**config.mk**
```make
export PLATFORM = sky130hd
export DESIGN_NAME = puf_launch_capture
export DESIGN_NICKNAME = d
export VERILOG_FILES = /design/src/rtl/puf_launch_capture.sv
export SDC_FILE = /design/constraint.sdc
export NUM_CORES = 1
export LEC_CHECK = 0
export ABC_AREA = 1
export BUFFER_PORTS_ARGS = -buffer_cell sky130_fd_sc_hd__buf_2
export CELL_PAD_IN_SITES_DETAIL_PLACEMENT = 0
export CELL_PAD_IN_SITES_GLOBAL_PLACEMENT = 1
export CORE_ASPECT_RATIO = 1.75
export CORE_MARGIN = 2
export CORE_UTILIZATION = 33
export CTS_CLUSTER_SIZE = 14
export DETAILED_ROUTE_END_ITERATION = 8
export PLACE_DENSITY = 0.9
export SYNTH_ARGS = -nofsm -noshare
export SYNTH_HDL_FRONTEND = slang
export SYNTH_SLANG_ARGS = --single-unit
```
**constraint.sdc**
```tcl
create_clock -name clk -period 1.79 [get_ports clk]
set_input_delay 0.0895 -clock clk [delete_from_list [all_inputs] [get_ports clk]]
set_output_delay 0.0895 -clock clk [all_outputs]
set_load 0.02 [all_outputs]
```
**src/rtl/puf_launch_capture.sv**
```systemverilog
// Launch/capture controller for an arbiter-PUF delay chain: races the chain N_TRIALS times
// per challenge and majority-votes one response bit. Optional tie counter: PUF_TIE_COUNT_EN.
module puf_launch_capture #(
    parameter int  N_STAGES = 64,
    parameter int  N_TRIALS = 15,
    parameter int  MAX_WAIT = 16,
    parameter int  RECOVER  = 4,
    localparam int CNT_W    = $clog2(N_TRIALS + 1)
) (
    input  logic                clk,
    input  logic                rst,
    input  logic                start,
    input  logic [N_STAGES-1:0] challenge,
    output logic [N_STAGES-1:0] sel_o,
    output logic                launch_o,
    input  logic                path_top_i,
    input  logic                path_bot_i,
    output logic                busy,
    output logic                resp_valid,
    input  logic                resp_ready,
    output logic                response,
    output logic [CNT_W-1:0]    ones_cnt,
    output logic                timeout_err,
    output logic [2:0]          dbg_state_o
`ifdef PUF_TIE_COUNT_EN
    ,
    output logic [CNT_W-1:0]    tie_cnt
`endif
);

    localparam int WAIT_W = $clog2(MAX_WAIT + 1);
    localparam int REC_W  = $clog2(RECOVER + 1);
    localparam logic [CNT_W-1:0]  TRIALS_C = CNT_W'(N_TRIALS);
    localparam logic [CNT_W-1:0]  HALF_C   = CNT_W'(N_TRIALS / 2);
    localparam logic [WAIT_W-1:0] WAIT_C   = WAIT_W'(MAX_WAIT);
    localparam logic [REC_W-1:0]  REC_LAST = REC_W'(RECOVER - 1);

    typedef enum logic [2:0] {
        IDLE    = 3'd0,
        SETTLE  = 3'd1,
        LAUNCH  = 3'd2,
        RACE    = 3'd3,
        RECOV   = 3'd4,
        DONE    = 3'd5
    } state_t;

    state_t              state_q, state_d;
    logic [N_STAGES-1:0] sel_q, sel_d;
    logic                launch_q, launch_d;
    logic                top_q, bot_q;
    logic [CNT_W-1:0]    ones_q, ones_d;
    logic [CNT_W-1:0]    trial_q, trial_d;
    logic [WAIT_W-1:0]   wait_q, wait_d;
    logic [REC_W-1:0]    rec_q, rec_d;
    logic                timeout_q, timeout_d;
    logic                resp_q, resp_d;
`ifdef PUF_TIE_COUNT_EN
    logic [CNT_W-1:0]    tie_q, tie_d;
`endif

    // Handshake: resp_valid rises on DONE entry and stays high, with response, ones_cnt and
    // timeout_err frozen, until the cycle in which resp_valid && resp_ready is sampled.
    always_comb begin
        state_d   = state_q;
        sel_d     = sel_q;
        ones_d    = ones_q;
        trial_d   = trial_q;
        wait_d    = wait_q;
        rec_d     = rec_q;
        timeout_d = timeout_q;
        resp_d    = resp_q;
`ifdef PUF_TIE_COUNT_EN
        tie_d     = tie_q;
`endif
        case (state_q)
            IDLE: begin
                if (start) begin
                    sel_d     = challenge;
                    ones_d    = '0;
                    trial_d   = '0;
                    timeout_d = 1'b0;
                    resp_d    = 1'b0;
`ifdef PUF_TIE_COUNT_EN
                    tie_d     = '0;
`endif
                    state_d   = SETTLE;
                end
            end
            SETTLE: state_d = LAUNCH;
            LAUNCH: begin
                wait_d  = '0;
                state_d = RACE;
            end
            RACE: begin
                wait_d = wait_q + WAIT_W'(1);
                if (top_q && !bot_q) begin
                    ones_d  = ones_q + CNT_W'(1);
                    trial_d = trial_q + CNT_W'(1);
                    rec_d   = '0;
                    state_d = RECOV;
                end else if (bot_q) begin
                    // A tie (both paths seen in the same cycle) scores as a bottom win.
`ifdef PUF_TIE_COUNT_EN
                    if (top_q) tie_d = tie_q + CNT_W'(1);
`endif
                    trial_d = trial_q + CNT_W'(1);
                    rec_d   = '0;
                    state_d = RECOV;
                end else if (wait_d == WAIT_C) begin
                    timeout_d = 1'b1;
                    trial_d   = trial_q + CNT_W'(1);
                    rec_d     = '0;
                    state_d   = RECOV;
                end
            end
            RECOV: begin
                if (top_q || bot_q) begin
                    rec_d = '0;
                end else if (rec_q == REC_LAST) begin
                    rec_d = '0;
                    if (trial_q == TRIALS_C) begin
                        resp_d  = (ones_q > HALF_C);
                        state_d = DONE;
                    end else begin
                        state_d = LAUNCH;
                    end
                end else begin
                    rec_d = rec_q + REC_W'(1);
                end
            end
            DONE: begin
                if (resp_ready) state_d = IDLE;
            end
            default: state_d = IDLE;
        endcase
        launch_d = (state_d == LAUNCH) || (state_d == RACE);
    end

    always_ff @(posedge clk) begin
        if (rst) begin
            state_q   <= IDLE;
            sel_q     <= '0;
            launch_q  <= 1'b0;
            top_q     <= 1'b0;
            bot_q     <= 1'b0;
            ones_q    <= '0;
            trial_q   <= '0;
            wait_q    <= '0;
            rec_q     <= '0;
            timeout_q <= 1'b0;
            resp_q    <= 1'b0;
`ifdef PUF_TIE_COUNT_EN
            tie_q     <= '0;
`endif
        end else begin
            state_q   <= state_d;
            sel_q     <= sel_d;
            launch_q  <= launch_d;
            top_q     <= path_top_i;
            bot_q     <= path_bot_i;
            ones_q    <= ones_d;
            trial_q   <= trial_d;
            wait_q    <= wait_d;
            rec_q     <= rec_d;
            timeout_q <= timeout_d;
            resp_q    <= resp_d;
`ifdef PUF_TIE_COUNT_EN
            tie_q     <= tie_d;
`endif
        end
    end

    assign sel_o       = sel_q;
    assign launch_o    = launch_q;
    assign busy        = (state_q != IDLE);
    assign resp_valid  = (state_q == DONE);
    assign response    = resp_q;
    assign ones_cnt    = ones_q;
    assign timeout_err = timeout_q;
    assign dbg_state_o = state_q;
`ifdef PUF_TIE_COUNT_EN
    assign tie_cnt     = tie_q;
`endif

endmodule

```
## Word level (Yosys, flattened, before mapping)

Cells that the tools add are included.

| storage, ports and cells | value |
|---|---|
| bits in registers | 88 |
| input port bits | 70 |
| output and inout port bits | 76 |
| word-level logic and storage cells | 83 |

| operators by class | value |
|---|---|
| $add $sub $neg | 4 |
| $lt $le $gt $ge | 1 |
| eq/ne operators | 19 |
| muxes and demuxes | 32 |
| reduce and logical (&&, ||, !) cells | 16 |

Operators by type and width:

| operator | number |
|---|---|
| two-way mux 3 bit | 13 |
| two-way mux 4 bit | 5 |
| case mux 3 bit (6 select lines) | 1 |
| inequality test 2 bit, second input constant | 8 |
| case mux 4 bit (2 select lines) | 2 |
| equality test 3 x 2 -> 1 bit, second input constant | 5 |
| case mux 5 bit (2 select lines) | 1 |
| AND reduction 5 bit | 2 |
| adder 4 x 1 -> 4 bit, second input constant | 2 |
| nonzero test 2 bit | 4 |
| two-way mux 1 bit | 7 |
| equality test 3 bit, second input constant | 2 |
| case mux 3 bit (2 select lines) | 1 |
| AND reduction 3 bit | 2 |
| adder 5 x 1 -> 5 bit, second input constant | 1 |
| equality test 5 bit, second input constant | 1 |
| equality test 4 bit, second input constant | 1 |
| greater-than comparator 4 x 3 -> 1 bit, second input constant | 1 |
| inequality test 4 bit, second input constant | 1 |
| case mux 1 bit (2 select lines) | 2 |
| AND reduction 2 bit | 2 |
| adder 3 x 1 -> 3 bit, second input constant | 1 |
| equality test 3 x 1 -> 1 bit, second input constant | 1 |
| logical NOT 3 bit | 1 |
| other kinds (4) | 5 |

## Longest topological paths before layout

| logic depth | value |
|---|---|
| word-level depth | 8 |
| gate-level depth with buffers | 10 |
| depth with buffers taken out | 10 |

## Worst setup path before layout

OpenSTA, ideal clock, no wires.

| timing | value |
|---|---|
| path type | reg2reg |
| start | register state_q[0], in the netlist dbg_state_o[0] |
| end | register state_q[0], in the netlist dbg_state_o[0] |
| setup time | 0.065 ns |
| arrival | 1.633 ns |
| required time | 1.725 ns |
| path slack | 0.092 ns |
| cell stages (with the launch flop) | 9 |
| buffers on the path | 0 |
| period minus slack after synthesis | 1.698 ns |
| cells stage by stage | dfxtp_1 -> inv_1 -> nor3_1 -> nand2_1 -> nand2_1 -> o21ai_1 -> nand2_1 -> nor2_1 -> nor2_1 |

RTL lines:

| item | RTL line | source |
|---|---|---|
| start, declared | 47 | `state_t state_q, state_d;` |
| start signal, assigned | 156 | `state_q <= state_d;` |
| equality test 3 bit | n/a |  |
| named net resp_valid | 19 | `output logic resp_valid,` |
| case mux 3 bit (6 select lines) | 75 | `case (state_q)` |

The timed path passes the listed nets, and every way through them passes these cells.
A chain may end at the register's enable or synchronous reset.

## Final worst setup path

| timing | value |
|---|---|
| start | register wait_q[0] |
| end | register trial_q[1] |

| between the ends | value |
|---|---|
| longest elaborated chain between the ends | 4 |

RTL lines:

| item | RTL line | source |
|---|---|---|
| start, declared | 53 | `logic [WAIT_W-1:0] wait_q, wait_d;` |
| start signal, assigned | 163 | `wait_q <= wait_d;` |
| adder 5 x 1 -> 5 bit | 95 | `wait_d = wait_q + WAIT_W'(1);` |
| equality test 5 bit | 109 | `end else if (wait_d == WAIT_C) begin` |
| inequality test 4 bit (no source line) | n/a |  |
| AND reduction 3 bit (no source line) | n/a |  |
| end signal, assigned | 162 | `trial_q <= trial_d;` |
| end, declared | 52 | `logic [CNT_W-1:0] trial_q, trial_d;` |

No other way between the ends.

==> impl_results.md <==
* FF-to-FF path depth at 10
* Crit-path max FO at 5
* Post-Route WL at 9784 um
* Most common flop cell mapped by yosys: dfxtp_1
* Fill count at roughly 970
* # setup viols final at 0
* Post-synthesis async set-or-reset flop share at 0%
* Antenna viol nets, final at 0
* Clk buf depth at 2
* Minimum clock period at approximately 1600 ps
* Row cnt at 49
* Power Dens Cells at ~1000 nW/um^2
* Worst Hold Class: input pin to flip-flop
* Least-Margin Pin Slew at ~270 ps
* Total CTS buffers at 9
* GRT Residual Overflow at 0
* Drt pass-1 iters at 4
* Die ar. at approximately 11,000 sq um
* LEAKAGE at 2.398 nW
* Gpl congestion at 0.8418
* Drt first-iter violations at between 150 and 200
* Final hold slack at between 7 and 8 ps
* Vias in the first global route at 3,502
* Power Total at roughly 5.3 mW
* Synth warn at 0
* DR DRC count at 0
* CTS tree: built
* Hold Fails Final Rpt at 0
* Antenna violations before repair at 0
* Post-Syn Area at about 3400 sq um
* Max_slew headroom at ~80%
* Core area at around 10,000 sq um
* Reg2reg start: wait_q[0]
* Maxcap violations at 0
* Drt wl/cell at 12.66 um
* Via count at ~3,600
* Flop2flop setup slack at approximately 230 ps
* Mapped Cells at between 400 and 500
* Drt via density at 4.686
* Clk Latency, worst-skew pair at about 330 ps
* Clk_skew at around 10 ps
* Setup crit end kind: flip-flop
* IO buf count at approximately 150
* Overall routing resource usage at around 18%
* P&R area growth vs syn at 48.52%
* Startpoint Class: flip-flop
* CTS root buf: clkbuf_16
* Max IR drop VDD at between 700 and 800 uV
* Number of flops mapped to enable cells by yosys at 0
* Initial core utilization at roughly 34%
* # resized after CTS at 0
* Synth cell types at 31
* Setup repair bufs after CTS at 0
* Synth Register Bits at 88
* Required @ worst endpoint at ~2000 ps
* Final nets at between 700 and 800
* Worst Path Arrival at roughly 1800 ps
* Crit Path Category: flip-flop to flip-flop
* RSZ-0062 raised after global routing: no
* Largest net degree at the start of global routing at 60
* Max-slew violations at 0
* Share of cells above drive strength 1 at 27.40%
* Period utilization at 87.37%
* Status: completed
* Syn Nets at between 500 and 600
* Die height at about 140 um
* Highest clock rate at 639.4 MHz
* HPWL after detailed placement at 6754 um
* Critical Path End: trial_q[1]
* First-pass GRT wire length at 16,050 um
* RR Endpoint: trial_q[1]
* Die width at a little over 80 um
* Register area share after synthesis at about 51%
* Clock sinks at between 80 and 90
* # hold bufs at CTS at 53
* Clock-pin slew on the worst setup and hold paths at 60 ps
* Syn Area/Cell at 7.666 sq um
* Total Negative Setup Slacks at 0 ps
* Critical Path Start: wait_q[0]
* Number of diodes at 0
* H-tree depth at 3
* Ports at ~150
cell usage in the layout, fill, tap and decap left out:
cell and count:
inv_4 1, clkinvlp_4 3, and3_1 1, a211oi_1 1
nand3_2 2, inv_2 2, inv_6 1, ha_1 4
clkbuf_16 9, nand2_4 1, nand3_4 1, nor2_2 1
nand3_1 14, nor2_1 19, dfxtp_1 88, clkbuf_1 1
bufinv_16 2, o211ai_1 1, nand2_1 167, a21oi_1 78
xnor2_1 1, buf_12 3, o21ai_1 1, dlygate4sd3_1 53
or2_0 1, nand3b_1 1, inv_1 23, o21ai_0 6
a31oi_1 1, nand2_2 1, buf_2 145, nand4_1 3
nor3_1 4, nor2_4 1, xor2_1 1, buf_4 4
worst min-delay path by stage:
stage                end  slack [ps]  cells after the start           from
6_report       sel_o[60]           7                      3  challenge[60]
5_1_grt        sel_o[63]           4                      3  challenge[63]
4_1_cts        sel_o[60]         0.3                      3  challenge[60]
3_5_place_dp       top_q         300                      3     path_top_i
3_3_place_gp       top_q         290                      3     path_top_i
2_1_floorplan      bot_q         200                      2     path_bot_i
cell usage after synthesis (2+ instances only):
library cell	number	area, sq um
nand4_1	3	18.77
inv_2	2	7.510
clkbuf_1	10	37.54
dfxtp_1	88	1762
nand2_1	167	626.9
a21oi_1	78	390.4
nor3_1	4	20.02
o21ai_0	6	30.03
buf_4	5	37.54
inv_1	23	86.33
buf_6	7	78.83
ha_1	4	50.05
nand3_2	2	20.02
nand3_1	14	70.07
nor2_1	19	71.32
sequential cells by signal, summed over array words and instances (netlist names):
| register | count |
|---|---|
| wait_q | 5 |
| timeout_err | 1 |
| sel_o | 64 |
| trial_q | 4 |
| dbg_state_o | 3 |
| rec_q | 3 |
| launch_o | 1 |
| ones_cnt | 4 |
| response | 1 |
| top_q | 1 |
| bot_q | 1 |
logic make-up after synthesis:
family	after synthesis	share of synthesized area, %
AO/OA/AOI/OAI	88	13.01
XOR/XNOR	2	0.5101
adder cells (fa/ha/maj)	4	1.457
buffers and inverters	49	7.541
flip-flops	88	51.29
AND/OR/NAND/NOR	217	26.19
final cells by class:
type                            count  area (sq um)  area share [%]
Tap cell                          127         158.9           3.115
Clock inverter                      6         91.34           1.791
Clock buffer                       10         229.0           4.489
Inverter                           26         100.1           1.962
Timing Repair Buffer              205          1346           26.39
Sequential cell                    88          1762           34.54
Multi-Input combinational cell    311          1414           27.72
report_power, final:
part / switching, mW / internal (mW) / total (mW)
clock network: 0.780 / 1.23 / 2.01
logic: 0.694 / 0.427 / 1.12
registers: 0.0883 / 2.12 / 2.21
total: 1.56 / 3.78 / 5.34
critical path, stage by stage (launching register included):
cell and delay [ps]:
dfxtp_1 400, ha_1 240, nand3_1 90, nand2_1 70, nand2_1 60, nand3_1 150, nand3_2 130, nand2_1 120
inv_1 60, nor2_1 80, nor2_1 50
routing by layer:
metal	global-route usage, %	up-vias	share of wire, %
met2	32.97	100	57
met4	7.672	0	1.8
met5	0	-	0
met1	19.33	1682	37
li1	-	1825	-
met3	4.036	15	4.1
metrics by stage:
step	worst slack, ps	instances	area [sq um]	util [%]
floorplan	91.53	448	3435	-
global placement	310.5	704	4250	41.51
detailed placement	266.5	704	4250	41.51
CTS	255.7	773	5101	49.82
global route	8.108	773	5101	49.82
finish	226.0	773	5101	49.82
Note: power is estimated with default switching activity, not from simulation.
